[src/rtl/mem_access_unit.sv]
// Load/store initiator between the execute stage and a word-addressed data memory.
// Sub-word stores are done as read-modify-write; illegal requests get an error response.
module mem_access_unit (
    input  logic        clk,
    input  logic        rst,
    input  logic        req_valid,
    output logic        req_ready,
    input  logic        req_write,
    input  logic [2:0]  req_funct3,
    input  logic [31:0] req_addr,
    input  logic [31:0] req_wdata,
    output logic        resp_valid,
    output logic [31:0] resp_rdata,
    output logic        resp_err,
    output logic [31:0] mem_address,
    output logic [31:0] mem_write_data,
    output logic        mem_write_enable,
    input  logic [31:0] mem_read_data
);

    typedef enum logic [1:0] {
        IDLE  = 2'd0,
        READ  = 2'd1,
        WRITE = 2'd2,
        RESP  = 2'd3
    } state_t;

    state_t      state_q, state_d;
    logic        write_q, write_d;
    logic [2:0]  funct3_q, funct3_d;
    logic [1:0]  addr_lo_q, addr_lo_d;
    logic [15:0] wdata_q, wdata_d;
    logic [31:0] mem_address_q, mem_address_d;
    logic [31:0] mem_write_data_q, mem_write_data_d;
    logic [31:0] resp_rdata_q, resp_rdata_d;
    logic        resp_err_q, resp_err_d;
    logic        req_ready_q, req_ready_d;
    logic        resp_valid_q, resp_valid_d;
    logic        mem_we_q, mem_we_d;

    function automatic logic is_legal(input logic wr, input logic [2:0] f3, input logic [1:0] lo);
        logic ok;
        case (f3)
            3'b000:  ok = 1'b1;
            3'b001:  ok = (lo[0] == 1'b0);
            3'b010:  ok = (lo == 2'b00);
            3'b100:  ok = !wr;
            3'b101:  ok = !wr && (lo[0] == 1'b0);
            default: ok = 1'b0;
        endcase
        return ok;
    endfunction

    function automatic logic [31:0] load_extract(input logic [31:0] word, input logic [2:0] f3,
                                                 input logic [1:0] lo);
        logic [31:0] lane;
        logic [31:0] res;
        lane = word >> {lo, 3'b000};
        case (f3)
            3'b000:  res = {{24{lane[7]}}, lane[7:0]};
            3'b001:  res = {{16{lane[15]}}, lane[15:0]};
            3'b010:  res = lane;
            3'b100:  res = {24'h000000, lane[7:0]};
            3'b101:  res = {16'h0000, lane[15:0]};
            default: res = 32'h0000_0000;
        endcase
        return res;
    endfunction

    // Replicate the store data across all lanes, then let the lane mask pick the target bytes.
    function automatic logic [31:0] store_merge(input logic [31:0] old, input logic [15:0] wd,
                                                input logic [2:0] f3, input logic [1:0] lo);
        logic [31:0] mask;
        logic [31:0] data;
        case (f3)
            3'b000: begin
                mask = 32'h0000_00FF << {lo, 3'b000};
                data = {4{wd[7:0]}};
            end
            3'b001: begin
                mask = 32'h0000_FFFF << {lo[1], 4'b0000};
                data = {2{wd}};
            end
            default: begin
                mask = 32'h0000_0000;
                data = 32'h0000_0000;
            end
        endcase
        return (old & ~mask) | (data & mask);
    endfunction

    // Next-state and datapath register updates.
    always_comb begin
        state_d          = state_q;
        write_d          = write_q;
        funct3_d         = funct3_q;
        addr_lo_d        = addr_lo_q;
        wdata_d          = wdata_q;
        mem_address_d    = mem_address_q;
        mem_write_data_d = mem_write_data_q;
        resp_rdata_d     = resp_rdata_q;
        resp_err_d       = resp_err_q;
        case (state_q)
            IDLE: begin
                if (req_valid && req_ready_q) begin
                    write_d       = req_write;
                    funct3_d      = req_funct3;
                    addr_lo_d     = req_addr[1:0];
                    wdata_d       = req_wdata[15:0];
                    mem_address_d = {req_addr[31:2], 2'b00};
                    if (!is_legal(req_write, req_funct3, req_addr[1:0])) begin
                        state_d      = RESP;
                        resp_err_d   = 1'b1;
                        resp_rdata_d = 32'h0000_0000;
                    end else if (req_write && (req_funct3 == 3'b010)) begin
                        state_d          = WRITE;
                        mem_write_data_d = req_wdata;
                    end else begin
                        state_d = READ;
                    end
                end else begin
                    state_d = IDLE;
                end
            end
            READ: begin
                if (write_q) begin
                    mem_write_data_d = store_merge(mem_read_data, wdata_q, funct3_q, addr_lo_q);
                    state_d          = WRITE;
                end else begin
                    resp_rdata_d = load_extract(mem_read_data, funct3_q, addr_lo_q);
                    resp_err_d   = 1'b0;
                    state_d      = RESP;
                end
            end
            WRITE: begin
                resp_rdata_d = 32'h0000_0000;
                resp_err_d   = 1'b0;
                state_d      = RESP;
            end
            RESP: begin
                state_d = IDLE;
            end
            default: begin
                state_d = IDLE;
            end
        endcase
        req_ready_d  = (state_d == IDLE);
        resp_valid_d = (state_d == RESP);
        mem_we_d     = (state_d == WRITE);
    end

    // State and output registers with synchronous reset.
    always_ff @(posedge clk) begin
        if (rst) begin
            state_q          <= IDLE;
            write_q          <= 1'b0;
            funct3_q         <= 3'b000;
            addr_lo_q        <= 2'b00;
            wdata_q          <= 16'h0000;
            mem_address_q    <= 32'h0000_0000;
            mem_write_data_q <= 32'h0000_0000;
            resp_rdata_q     <= 32'h0000_0000;
            resp_err_q       <= 1'b0;
            req_ready_q      <= 1'b1;
            resp_valid_q     <= 1'b0;
            mem_we_q         <= 1'b0;
        end else begin
            state_q          <= state_d;
            write_q          <= write_d;
            funct3_q         <= funct3_d;
            addr_lo_q        <= addr_lo_d;
            wdata_q          <= wdata_d;
            mem_address_q    <= mem_address_d;
            mem_write_data_q <= mem_write_data_d;
            resp_rdata_q     <= resp_rdata_d;
            resp_err_q       <= resp_err_d;
            req_ready_q      <= req_ready_d;
            resp_valid_q     <= resp_valid_d;
            mem_we_q         <= mem_we_d;
        end
    end

    assign req_ready        = req_ready_q;
    assign resp_valid       = resp_valid_q;
    assign resp_rdata       = resp_rdata_q;
    assign resp_err         = resp_err_q;
    assign mem_address      = mem_address_q;
    assign mem_write_data   = mem_write_data_q;
    // A reset arriving during WRITE must kill the write before the edge it would land on.
    assign mem_write_enable = mem_we_q && !rst;

endmodule

[config.mk]
export PLATFORM = sky130hd
export DESIGN_NAME = mem_access_unit
export DESIGN_NICKNAME = d
export VERILOG_FILES = /design/src/rtl/mem_access_unit.sv
export SDC_FILE = /design/constraint.sdc
export NUM_CORES = 1
export LEC_CHECK = 0
export ABC_AREA = 1
export CAP_MARGIN = 5
export CORE_ASPECT_RATIO = 1.25
export CORE_MARGIN = 2
export CORE_UTILIZATION = 51
export CTS_CLUSTER_DIAMETER = 80
export CTS_CLUSTER_SIZE = 8
export DETAILED_ROUTE_END_ITERATION = 10
export PLACE_DENSITY_LB_ADDON = 0.1
export REMOVE_ABC_BUFFERS = 1
export SETUP_SLACK_MARGIN = 0.05
export SYNTH_ARGS = -nofsm -noshare
export SYNTH_HDL_FRONTEND = slang
export SYNTH_SLANG_ARGS = --single-unit
[constraint.sdc]
create_clock -name clk -period 3.5 [get_ports clk]
set_clock_uncertainty 0.1 [all_clocks]
set_input_delay 0.7 -clock clk [delete_from_list [all_inputs] [get_ports clk]]
set_output_delay 0.7 -clock clk [all_outputs]
set_load 0.02 [all_outputs]
== Word level (Yosys, flattened, before mapping) ==
Cells that the tools add are included.

* Equality and inequality tests: 19
* $lt $le $gt $ge: 0
* Shift-type cells: 3
* $mul: 0
* Divide/modulo/power cells: 0
* Mux-type cells: 28
* Bitwise logic cells: 5
* Reductions and logical operators: 16
* $add $sub $neg: 0

{| class="wikitable"
|+ Operators by type and width
! kind !! number
|-
| $mux W32 || 11
|-
| $pmux W32 S2 || 3
|-
| $pmux W32 S5 || 1
|-
| $pmux W32 S3 || 1
|-
| $and A32 B32 Y32 || 2
|-
| $not A32 Y32 || 1
|-
| $or A32 B32 Y32 || 1
|-
| $shl A16 B5 Y32 const A || 1
|-
| $shl A8 B5 Y32 const A || 1
|-
| $shr A32 B5 Y32 || 1
|-
| $eq A3 B3 Y1 const B || 4
|-
| $ne A2 B2 Y1 const B || 6
|-
| $eq A2 B2 Y1 const B || 4
|-
| $pmux W2 S4 || 1
|-
| $eq A3 B1 Y1 const B || 2
|-
| $eq A3 B2 Y1 const B || 2
|-
| $logic_not A2 Y1 || 3
|-
| $logic_not A3 Y1 || 2
|-
| $mux W1 || 6
|-
| $mux W2 || 3
|-
| $pmux W1 S5 || 1
|-
| $reduce_and A5 Y1 || 1
|-
| $logic_and A1 B1 Y1 || 4
|-
| $reduce_and A4 Y1 || 1
|-
| other kinds (7) || 8
|}

* Bits in writable memories: 0
* Register bits: 122
* Bits in read-only memories: 0
* Memories kept: 0
* Logic and storage cells: 83
* Output and inout bits: 100
* Latch bits: 0

== Longest topological paths before layout ==
* Depth after elaboration: 9
* Depth in mapped cells: 11
* Gate-level depth less buffers: 10

== Worst setup path after synthesis ==
OpenSTA, ideal clock, no wires.

* Path type: input to output
* From: in rst
* To: out mem_write_enable
* Setup slack: 1,325 ps
* Stages on the path: 3
* Data arrival time: 1,375 ps
* Path buffers: 2
* Required time: 2,700 ps
* Cell sequence: clkbuf_1 > clkbuf_1 > nor2_1

* Cells in the longest elaborated chain, start to end: 2

{| class="wikitable"
|+ Ends and longest elaborated chain
! what !! line !! source
|-
| from (decl) || 5 || <nowiki>input logic rst,</nowiki>
|-
| $logic_not A1 Y1 || 190 || <nowiki>assign mem_write_enable = mem_we_q && !rst;</nowiki>
|-
| $logic_and A1 B1 Y1 || 190 ||
|-
| to (decl) || 17 || <nowiki>output logic mem_write_enable,</nowiki>
|}

Every way passes these cells.

== Worst setup path in the final report ==
* From: reg addr_lo_q[0]
* To: reg mem_write_data_q[9] (netlist: mem_write_data[9])

* Cells in the longest elaborated chain, start to end: 9
* Elaborated cells on any way between the ends: 10

{| class="wikitable"
|+ Ends and longest elaborated chain
! what !! line !! source
|-
| from (decl) || 31 || <nowiki>logic [1:0] addr_lo_q, addr_lo_d;</nowiki>
|-
| from (signal assigned) || 171 || <nowiki>addr_lo_q <= addr_lo_d;</nowiki>
|-
| $shl A8 B5 Y32 * || 77 || <nowiki>mask = 32'h0000_00FF << {lo, 3'b000};</nowiki>
|-
| $pmux W32 S2 * || 75 || <nowiki>case (f3)</nowiki>
|-
| $mux W32 * || 126 || <nowiki>if (write_q) begin</nowiki>
|-
| $mux W32 * || 103 || <nowiki>case (state_q)</nowiki>
|-
| $not A32 Y32 || 89 || <nowiki>return (old & ~mask) | (data & mask);</nowiki>
|-
| $and A32 B32 Y32 || 89 ||
|-
| $or A32 B32 Y32 * || 89 ||
|-
| $mux W32 * || 126 ||
|-
| $pmux W32 S2 * || 103 ||
|-
| to (signal assigned) || 174 || <nowiki>mem_write_data_q <= mem_write_data_d;</nowiki>
|-
| to (decl) || 34 || <nowiki>logic [31:0] mem_write_data_q, mem_write_data_d;</nowiki>
|}

Mark *: on every way between the ends. The rest lies on a longest branch, timed or not. The select of a mux whose other input is x is not followed.
A chain may end at the register's enable or synchronous reset.

==> impl_metrics.csv <==
group,metric,value,unit
synth,synth-compound-area-share,11.4,%
synth,synthTopCellsByArea,"dfxtp_1, nand2_1, nand3_1, a21oi_1, inv_1",
synth,synth_seq_cells,122,
placed_design,dp_slack,0.847,ns
min_path,hold-path-endpoint,"mem_address[9]",
clock_network,cts_tree,"done",
timing,relSlewSlack,32.0,%
pwr,p_total,6.91,mW
placed_design,hpwl,14.2,mm
finish,drive_above_1_share,7.22,%
critical_path,criticalPathCategory,"reg2reg",
timing,worst_pin_slew,1.02,ns
min_path,hold_path_depth,2,
global_route,met2_usage,48.9,%
timing,finalCriticalPeriod,2.69,ns
drt,vias_per_cell,5.37,
pwr,vdd_drop_max,614,uV
critical_path,crit_arrival,2.93,ns
global_route,grt_use_total,29.9,%
synth,synthArstFlopShare,0,%
synth,syn_inst,973,
timing,fin_tns_setup,0,ns
global_route,grt_use_met3,9.39,%
floorplanning,die_h,130,um
synth,synth-edff-count,0,
drt,wl_per_cell,15.3,um
critical_path,rr_endpoint,"mem_write_data[9]",
finish,final_cell_mix,"nand2_1, clkdlybuf4s50_1, nand3_1",
clock_network,h-tree-depth,4,
placed_design,port_buffers,200,
floorplanning,start_util,52.8,%
timing,setup_viol,0,
clock_network,cts_buffers,17,
finish,final_common_cell,"nand2_1",
floorplanning,io_pins,203,
synth,yosysWarnings,0,
global_route,grt_pass1_wl,32.9,mm
global_route,antenna_found_initial,0,
timing,hold_viol,0,
run,cap_violations,0,
pwr,power_frac_comb,47.3,%
pwr,power_switching,2.89,mW
pwr,switching_share,41.9,%
finish,n_antenna_cell,0,
synth,yosys.area_share.xor_xnor,0,%
synth,synth_top_family_by_area,"simple AND/OR/NAND/NOR gates",
drt,drc,0,
clock_network,cts_resized,0,
finish,final_area,0.00893,sq mm
placed_design,place.gp.congestion,0.982,
clock_network,clk_pin_slew,0.05,ns
timing,max_freq,372,MHz
finish,area_growth,38.5,%
critical_path,r2r_cells,8,
synth,syn_area,0.00645,sq mm
floorplanning,core,0.0122,sq mm
synth,ys_types,30,
finish,final_nets,1245,
floorplanning,rows,45,
clock_network,postCtsSetupRepairBufs,0,
synth,ys.flop_type,"dfxtp_1",
pwr,seqPwrFrac,28.2,%
global_route,use_met1,36.6,%
synth,muxShareOfSynthArea,0,%
pwr,leakage,3.72,nW
pwr,p_clk_share,24.4,%
clock_network,clockBufferDepth,2,
floorplanning,die_w,105,um
critical_path,startpoint_type,"register",
min_path,hp-class,"reg2reg",
drt,drt-initial-drc-count,598,
timing,report.final.slew_viol_count,0,
timing,setup_ws,0.810,ns
global_route,gr-max-usage-layer,"met2",
drt,vias,7053,
synth,synth_top_area_share,37.9,%
clock_network,root_buffer,"clkbuf_16",
timing,post-route-period-util,76.9,%
drt,antenna_left,0,
global_route,overflow,0,
critical_path,reg2reg_slack,0.81,ns
synth,synth_adder_area_share,0.970,%
clock_network,ctsHoldBuffers,0,
pwr,power.density,773,mW/mm^2
global_route,grt_pass1_vias,6728,
status,status,"complete, no violations",
critical_path,critPathCaptureType,"register",
drt,dr.pass1.iters,5,
critical_path,cp_data_required_time,3.74,ns
pwr,power.internal,4.01,mW
drt,drt-total-wl,20.1,mm
clock_network,clkSinkCount,122,
global_route,grt_max_degree,60,
synth,synth.avg_cell_area,6.63,sq um
placed_design,placed_area,0.00837,sq mm
critical_path,reg2reg_from,"addr_lo_q[0]",
min_path,hp-start,"mem_address[9]",
floorplanning,die_area,0.0136,sq mm
synth,ys_seq_area_share,37.9,%
timing,rsz0062_at_grt,"no",
synth,yosys.area_share.simple,39.7,%
clock_network,clkLatencyLatePin,0.41,ns
synth,synth_top_area_cell,"dfxtp_1",
critical_path,crit_fanout,21,
power by group through the flow:
stage,clock [mW],combinational (mW),sequential [mW]
2_1_floorplan,0,1.69,2.26
3_3_place_gp,0,3.22,1.96
3_5_place_dp,0,3.24,1.97
4_1_cts,1.70,3.26,1.95
5_1_grt,1.76,3.62,1.99
6_report,1.69,3.27,1.95
kinds of logic after synthesis:
logic type,after synthesis
and+or+nand+nor,563
AOI/OAI and AO/OA,142
buffers and inverters,140
DFF,122
adders and majority gates,5
other,1
flip-flops by register name, indices dropped and copies added, names as in the netlist:
name / cells
resp_valid: 1
mem_we_q: 1
mem_write_data: 32
state_q: 2
funct3_q: 3
resp_rdata: 32
wdata_q: 16
mem_address: 30
req_ready: 1
addr_lo_q: 2
resp_err: 1
write_q: 1
per-layer routing:
| metal | share of wire (%) | up-vias |
|---|---|---|
| met5 | 0 | - |
| met4 | 3.5 | 0 |
| met3 | 9.9 | 61 |
| met2 | 46 | 347 |
| met1 | 41 | 3167 |
| li1 | - | 3478 |
critical path: stages, from the launching register on:
cell and delay (ns):
dfxtp_1 0.79, inv_1 0.47, nor2_4 0.48, nand3_4 0.21, nand2_2 0.21, nand2_1 0.07, nand3_1 0.09, nand2_1 0.06
a21oi_1 0.13
synth_stat cells (2+ instances only):
cell type and count:
buf_4 10, inv_1 71, nor2_2 3, nand2_4 4
inv_2 2, ha_1 5, a21oi_1 118, buf_1 7
buf_6 8, nor2_4 5, nand2_1 338, nand3b_1 10
nand3_1 167, dfxtp_1 122, clkbuf_1 26, nand2_2 6
a22oi_1 7, o21ai_0 14, or2_2 17, nand3_4 3
buf_2 15, nor2_1 7
how the worst max path moves through the flow:
stage | from | endpoint
2_1_floorplan | req_valid | addr_lo_q[0]
3_5_place_dp | req_valid | funct3_q[1]
3_3_place_gp | req_valid | addr_lo_q[0]
6_report | addr_lo_q[0] | mem_write_data[9]
4_1_cts | addr_lo_q[0] | mem_write_data[10]
5_1_grt | addr_lo_q[0] | mem_write_data[9]
stage by stage:
| step | instances | hold WS [ns] | utilization (%) |
|---|---|---|---|
| 2_1_floorplan | 908 | 0.335 | - |
| 6_report | 1313 | 0.359 | 73.1 |
| 3_3_place_gp | 1282 | 0.348 | 68.5 |
| 4_1_cts | 1313 | 0.362 | 73.1 |
| 3_5_place_dp | 1282 | 0.354 | 68.5 |
| 5_1_grt | 1313 | 0.375 | 73.1 |
area by class of cell:
| type | count | area, sq um |
|---|---|---|
| clock buffers | 23 | 468 |
| flip-flops and latches | 122 | 2440 |
| well taps | 164 | 205 |
| repair buffers | 210 | 2070 |
| multi-input cells | 712 | 3370 |
| fillers | 1042 | 3290 |
| clock inverters | 8 | 95.1 |
| inverters | 74 | 280 |
(Power assumes the default switching activity.)
